[config.mk]
export PLATFORM = sky130hd
export DESIGN_NAME = filter_mode_sequencer
export DESIGN_NICKNAME = d
export VERILOG_FILES = /design/src/rtl/filter_mode_pkg.sv /design/src/rtl/switch_debouncer.sv /design/src/rtl/filter_mode_sequencer.sv
export SDC_FILE = /design/constraint.sdc
export NUM_CORES = 1
export LEC_CHECK = 0
export BUFFER_PORTS_ARGS = -buffer_cell sky130_fd_sc_hd__buf_2
export CAP_MARGIN = 20
export CORE_MARGIN = 8
export CORE_UTILIZATION = 50
export CTS_CLUSTER_SIZE = 25
export DETAILED_ROUTE_END_ITERATION = 7
export PLACE_DENSITY = 0.83
export SYNTH_ARGS = -nofsm -noshare
export SYNTH_HDL_FRONTEND = slang
export SYNTH_HIERARCHICAL = 1
export SYNTH_SLANG_ARGS = --single-unit
[constraint.sdc]
create_clock -name axis_clk -period 2.5 [get_ports axis_clk]
set_clock_uncertainty 0.15 [all_clocks]
set_input_delay 0.25 -clock axis_clk [delete_from_list [all_inputs] [get_ports axis_clk]]
set_output_delay 0.25 -clock axis_clk [all_outputs]
set_load 0.01 [all_outputs]
[src/rtl/filter_mode_pkg.sv]
//==============================================================================
// Module      : filter_mode_pkg
// Description : Shared state encoding and default timing constants for the
//               filter-mode sequencer.
// Revision    : 1.0 - initial release
//==============================================================================
`default_nettype none

package filter_mode_pkg;

    typedef enum logic [1:0] {
        ST_RUN       = 2'd0,
        ST_WAIT_EDGE = 2'd1,
        ST_MUTE      = 2'd2
    } fms_state_t;

    localparam int c_DEBOUNCE_CYCLES_DEFAULT = 125000;
    localparam int c_FLUSH_FRAMES_DEFAULT    = 32;

endpackage : filter_mode_pkg

`default_nettype wire

[src/rtl/switch_debouncer.sv]
//==============================================================================
// Module      : switch_debouncer
// Description : Two-stage synchroniser followed by a stability counter that
//               publishes a switch value once it has held long enough.
// Revision    : 1.0 - initial release
//==============================================================================
`default_nettype none

module switch_debouncer
    import filter_mode_pkg::*;
#(
    parameter int WIDTH           = 4,
    parameter int DEBOUNCE_CYCLES = c_DEBOUNCE_CYCLES_DEFAULT
) (
    input  logic             clk,
    input  logic             rst,
    input  logic [WIDTH-1:0] i_sw,
    output logic [WIDTH-1:0] o_debounced
);

    localparam int               c_CNT_W   = $clog2(DEBOUNCE_CYCLES);
    localparam logic [c_CNT_W-1:0] c_CNT_MAX = c_CNT_W'(DEBOUNCE_CYCLES - 1);

    logic [WIDTH-1:0]   r_sync_meta;
    logic [WIDTH-1:0]   r_sync;
    logic [WIDTH-1:0]   r_debounced;
    logic [c_CNT_W-1:0] r_cnt;
    logic               w_changed;

    // The value about to enter r_sync differs from the one already there.
    assign w_changed = (r_sync_meta != r_sync);

    always_ff @(posedge clk) begin
        if (rst) begin
            r_sync_meta <= '0;
            r_sync      <= '0;
            r_cnt       <= '0;
            r_debounced <= '0;
        end else begin
            r_sync_meta <= i_sw;
            r_sync      <= r_sync_meta;
            if (w_changed) begin
                r_cnt <= '0;
            end else if (r_cnt != c_CNT_MAX) begin
                r_cnt <= r_cnt + 1'b1;
            end
            // At saturation r_sync has been stable, so reloading it is harmless.
            if (r_cnt == c_CNT_MAX) begin
                r_debounced <= r_sync;
            end
        end
    end

    assign o_debounced = r_debounced;

endmodule : switch_debouncer

`default_nettype wire

[src/rtl/filter_mode_sequencer.sv]
//==============================================================================
// Module      : filter_mode_sequencer
// Description : Commits debounced FIR mode changes on stereo-frame boundaries
//               and mutes the pass-through stream while the FIR refills.
// Revision    : 1.0 - initial release
//==============================================================================
`default_nettype none

module filter_mode_sequencer
    import filter_mode_pkg::*;
#(
    parameter int NUMBER_OF_SWITCHES = 4,
    parameter int DATA_WIDTH         = 24,
    parameter int DEBOUNCE_CYCLES    = c_DEBOUNCE_CYCLES_DEFAULT,
    parameter int FLUSH_FRAMES       = c_FLUSH_FRAMES_DEFAULT
) (
    input  logic                          axis_clk,
    input  logic                          reset,
    input  logic [NUMBER_OF_SWITCHES-1:0] sw,
    output logic [NUMBER_OF_SWITCHES-1:0] modes,
    input  logic [DATA_WIDTH-1:0]         s_data,
    input  logic                          s_valid,
    output logic                          s_ready,
    input  logic                          s_last,
    output logic [DATA_WIDTH-1:0]         m_data,
    output logic                          m_valid,
    input  logic                          m_ready,
    output logic                          m_last,
    output logic                          busy
);

    localparam int                  c_FCNT_W     = $clog2(FLUSH_FRAMES + 1);
    localparam logic [c_FCNT_W-1:0] c_FLUSH_LAST = c_FCNT_W'(FLUSH_FRAMES - 1);

    fms_state_t                    r_state;
    fms_state_t                    w_next_state;
    logic [c_FCNT_W-1:0]           r_frame_cnt;
    logic [c_FCNT_W-1:0]           w_frame_cnt_next;
    logic [NUMBER_OF_SWITCHES-1:0] r_modes;
    logic [NUMBER_OF_SWITCHES-1:0] w_modes_next;
    logic                          r_busy;
    logic [NUMBER_OF_SWITCHES-1:0] w_debounced;
    logic                          w_pending;
    logic                          w_boundary;
    logic                          w_mute;

    switch_debouncer #(
        .WIDTH           (NUMBER_OF_SWITCHES),
        .DEBOUNCE_CYCLES (DEBOUNCE_CYCLES)
    ) u_debouncer (
        .clk         (axis_clk),
        .rst         (reset),
        .i_sw        (sw),
        .o_debounced (w_debounced)
    );

    assign w_pending  = (w_debounced != r_modes);
    assign w_boundary = s_valid & m_ready & s_last;

    always_comb begin
        w_next_state     = r_state;
        w_frame_cnt_next = r_frame_cnt;
        w_modes_next     = r_modes;
        case (r_state)
            ST_RUN: begin
                if (w_pending) begin
                    w_next_state = ST_WAIT_EDGE;
                end
            end
            ST_WAIT_EDGE: begin
                if (!w_pending) begin
                    w_next_state = ST_RUN;
                end else if (w_boundary) begin
                    w_next_state     = ST_MUTE;
                    w_modes_next     = w_debounced;
                    w_frame_cnt_next = '0;
                end
            end
            ST_MUTE: begin
                // Output is already silent, so a new mode loads without waiting
                // for a boundary and restarts the flush.
                if (w_pending) begin
                    w_modes_next     = w_debounced;
                    w_frame_cnt_next = '0;
                end else if (w_boundary) begin
                    w_frame_cnt_next = r_frame_cnt + 1'b1;
                    if (r_frame_cnt == c_FLUSH_LAST) begin
                        w_next_state = ST_RUN;
                    end
                end
            end
            default: begin
                w_next_state = ST_MUTE;
            end
        endcase
    end

    always_ff @(posedge axis_clk) begin
        if (reset) begin
            r_state     <= ST_MUTE;
            r_frame_cnt <= '0;
            r_modes     <= '0;
            r_busy      <= 1'b1;
        end else begin
            r_state     <= w_next_state;
            r_frame_cnt <= w_frame_cnt_next;
            r_modes     <= w_modes_next;
            r_busy      <= (w_next_state != ST_RUN);
        end
    end

    assign w_mute  = (r_state == ST_MUTE);
    assign m_data  = w_mute ? '0 : s_data;
    assign m_valid = s_valid;
    assign m_last  = s_last;
    assign s_ready = m_ready;
    assign modes   = r_modes;
    assign busy    = r_busy;

endmodule : filter_mode_sequencer

`default_nettype wire
# Word-level counts from Yosys, hierarchy flattened
# Index checks and enable logic that the tools add are counted.
# op_classes
addsub	2
mux	17
n_reduce_logical	6
bitwise_logic	2
eq_ne	11
# op_table
op	count
2-to-1 mux 24 bit	1
2-to-1 mux 6 bit	4
adder 17 x 1 -> 17 bit (second input constant)	1
equality test 17 bit (second input constant)	1
inequality test 17 bit (second input constant)	1
2-to-1 mux 2 bit	6
2-to-1 mux 4 bit	3
one-hot mux 6 bit (2 select lines)	1
inequality test 4 bit	2
one-hot mux 4 bit (2 select lines)	1
AND reduction 4 bit	2
adder 6 x 1 -> 6 bit (second input constant)	1
equality test 6 x 5 -> 1 bit (second input constant)	1
inequality test 2 bit (second input constant)	3
one-hot mux 2 bit (3 select lines)	1
nonzero test 2 bit	2
inequality test 3 bit (second input constant)	1
AND 1 bit	2
equality test 2 x 1 -> 1 bit (second input constant)	1
equality test 2 bit (second input constant)	1
zero test 2 bit	1
OR reduction 2 bit	1
# totals
in_bits	33
register_bits	42
out_inout_bits	32
elab_cells	46

# Depth between registers and ports, before layout
# logic_depth
word_depth	6
mapped_depth	6
depth_no_buf	5

# Cells and area by module
# Netlist, hierarchy kept.
# modules_own_cells
module	n_inst	seq_area_each_um2	area_per_inst_um2	cells_per_inst
switch_debouncer	1	580.6	1201.2	133
filter_mode_sequencer	1	260.2	852.1	98

# Worst setup path after synthesis
# Ideal clock, no wire load.
# synth_path
path_kind	register to register
startpoint	register u_debouncer.r_cnt[8]
endpoint	register u_debouncer.r_cnt[2]
required_time_ps	2275
stages_incl_launch_ff	6
setup_slack_ps	631
n_path_buf	1
setup_ps	75
arrival_ps	1645
period_less_slack_ps	1869
cell_sequence	dfxtp_1 or4b_1 or3_1 buf_2 o211a_1 nor3_2
# synth_via
elab_chain_len	1
# synth_rtl
element	line_no	rtl
start: declaration	switch_debouncer.sv:27	logic [c_CNT_W-1:0] r_cnt;
start signal: assignment	switch_debouncer.sv:45	r_cnt <= r_cnt + 1'b1;
inequality test 17 bit	switch_debouncer.sv:44	end else if (r_cnt != c_CNT_MAX) begin
# Every way passes these cells.
# A chain may end at the register's enable or synchronous reset.

# Worst setup path after layout
# Ends and elaborated chain as after synthesis.

==> impl_metrics.tcl <==
set metrics [dict create \
    path_clk_slew_ns 0.08 \
    overflow 0 \
    outcome "complete, no violations" \
    critPathArrivalTime_ns 2.02 \
    fin_crit_sh_pct 77.7 \
    cts_made_buffers 5 \
    num_antenna_cells 0 \
    setup_viol 0 \
    nets 328 \
    clockBufferDepth 2 \
    syn_avg_cell_area_um2 8.89 \
    slowest_stage "or4b_1" \
    ys_warn_count 6 \
    power.density_nw_per_um2 498 \
    cts_hold_buf 0 \
    maxCapViolations 0 \
    grt_setup_unrepaired "false" \
    endpoint_kind "flip-flop" \
    gp_congestion 0.856 \
    slew_violations 0 \
    ir_drop_mv 0.470 \
    path_max_fanout 7 \
    synth_ff_type "dfxtp_1" \
    grt_pass1_vias 1827 \
    cts_resized 0 \
    syn-cell-area_um2 2050 \
    grt_use_total_pct 15.0 \
    antenna_found_initial 0 \
    cp-start-kind "flip-flop" \
    layout_commonest_cell "buf_2" \
    rows 23 \
    drive_gt1_share_pct 29.9 \
    core_region_area_um2 3970 \
    crit_family "simple AND/OR/NAND/NOR gates" \
    dp_hpwl_mm 3.40 \
    synthCells 231 \
    grt_max_degree 32 \
    die_y_um 80.1 \
    via_per_inst 5.21 \
    cts_tree "done" \
    vias 1793 \
    reg2reg_slack_ns 0.56 \
    worst_hold_path_type "in2reg" \
    clkLatencyLatePin_ns 0.29 \
    final_area_um2 2500 \
    max_stage_delay_ns 0.54 \
    clock.fmax_ghz 0.515 \
    critPathKind "reg2reg" \
    tightest_slew_ns 0.499 \
    post_cts_buffers 0 \
    routedWlPerCell_um 13.5 \
    clockRootBuffer "clkbuf_8" \
    die_x_um 80.1 \
    synth-seq-cells 42 \
    crit_required_ns 2.58 \
    synth_edf_count 0 \
    power.leakage_uw 0.000999 \
    async_reset_ff_share_pct 0 \
    cp_cell_sequence "or4b_1 > or3_1 > o211a_1 > nor3_2" \
    dieArea_um2 6410 \
    dp_slack_ns 0.560 \
    clock_sinks 42 \
    finalSetupTns_ns 0 \
    initial_utilization_pct 51.7 \
    syn_nets 266 \
    postRouteAntennaNets 0 \
    htreeDepth 2 \
    path_buf_inv 0 \
    drc 0 \
    drt_pass1_iterations 4 \
    area_growth_pct 21.8 \
    synth_cell_types 43 \
    hold_viol_final 0 \
    io_pins 65 \
    drt_iter0_markers 135 \
    period_needed_ns 1.94 \
    max_slew_margin_pct 66.8 \
    grt_pass1_wl_mm 7.98 \
    seq_area_frac_synth_pct 41.0 \
    portBuffers 64 \
    final_cell_mix "buf_2, dfxtp_1, and2_1, nand3_1, xnor2_1" \
    routed_wl_mm 4.65 \
    dpl_cell_area_um2 2390 \
    fin_ws_ns 0.557 \
]
power breakdown:
group          switching [uW]  total, uW  internal, uW
Clock                     221        500           279
Combinational            28.5       61.0          32.5
Sequential               7.43        685           677
Total                     257       1250           989
routing by layer:
layer	up-vias	track usage (%)	part of all wire [%]
met3	6	4.02	3.9
li1	935	-	-
met1	824	18.1	45
met5	-	0	0
met2	28	25.1	50
met4	0	5.27	0.90
sequential cells by signal (all words and copies together) (netlist names):
signal / cells
busy: 1
modes: 4
r_frame_cnt: 6
r_state: 2
u_debouncer/o_debounced: 4
u_debouncer/r_cnt: 17
u_debouncer/r_sync: 4
u_debouncer/r_sync_meta: 4
final timing paths:
kind | from | to | depth (start not counted)
worst max-delay path | u_debouncer/r_cnt[8]$_SDFFE_PP0P_ | u_debouncer/r_cnt[2]$_SDFFE_PP0P_ | 4
worst min-delay path | sw[1] | u_debouncer/r_sync_meta[1]$_SDFF_PP0_ | 2
worst max register to register | u_debouncer/r_cnt[8]$_SDFFE_PP0P_ | u_debouncer/r_cnt[2]$_SDFFE_PP0P_ | 4
worst min register to register | u_debouncer/r_sync_meta[0]$_SDFF_PP0_ | u_debouncer/r_sync[0]$_SDFF_PP0_ | 1
cells in the mapped netlist, types with 2 or more instances:
cell / count / area, um2
o21ai_0: 12 / 60.1
nand4_1: 7 / 43.8
nor2b_1: 9 / 56.3
nor3_1: 7 / 35.0
xnor2_1: 15 / 131
clkbuf_1: 6 / 22.5
and2_1: 24 / 150
buf_4: 3 / 22.5
nor4b_1: 2 / 17.5
nand2_1: 9 / 33.8
ha_1: 2 / 25.0
dfxtp_1: 42 / 841
or3_1: 3 / 18.8
o31ai_1: 2 / 15.0
a211o_1: 2 / 17.5
and4_1: 3 / 26.3
nor3_2: 8 / 80.1
nand3_1: 18 / 90.1
xor2_1: 7 / 61.3
nor2_1: 13 / 48.8
a21oi_1: 14 / 70.1
or4_1: 2 / 15.0
metrics by stage:
stage	power (uW)	utilization [%]	hold WS (ns)	cells
final	1250	62.9	0.0155	344
after global routing	1300	62.9	0.0287	344
after CTS	1260	62.9	0.00831	344
after detailed placement	762	60.2	0.313	336
after global placement	759	60.2	0.310	336
after floorplan	730	-	0.170	231
cell families (layout without fill, tap and decap cells):
family | after synthesis | count (layout) | synth area share, %
and+or+nand+nor | 117 | 117 | 35.0
DFF | 42 | 42 | 41.0
AOI/OAI and AO/OA | 35 | 35 | 9.81
xor gates and xnor gates | 22 | 22 | 9.38
buffers and inverters | 12 | 75 | 3.17
adders and majority gates | 2 | 2 | 1.22
muxes | 1 | 1 | 0.488
layout make-up:
type                    instances  area (um2)
well taps                      50        62.6
multi-input cells             177        1150
fillers                       336        1470
flip-flops and latches         42         841
clock buffers                   8         110
inverters                       1        3.75
repair buffers                 66         335
Note: power is estimated with default switching activity, not from simulation.
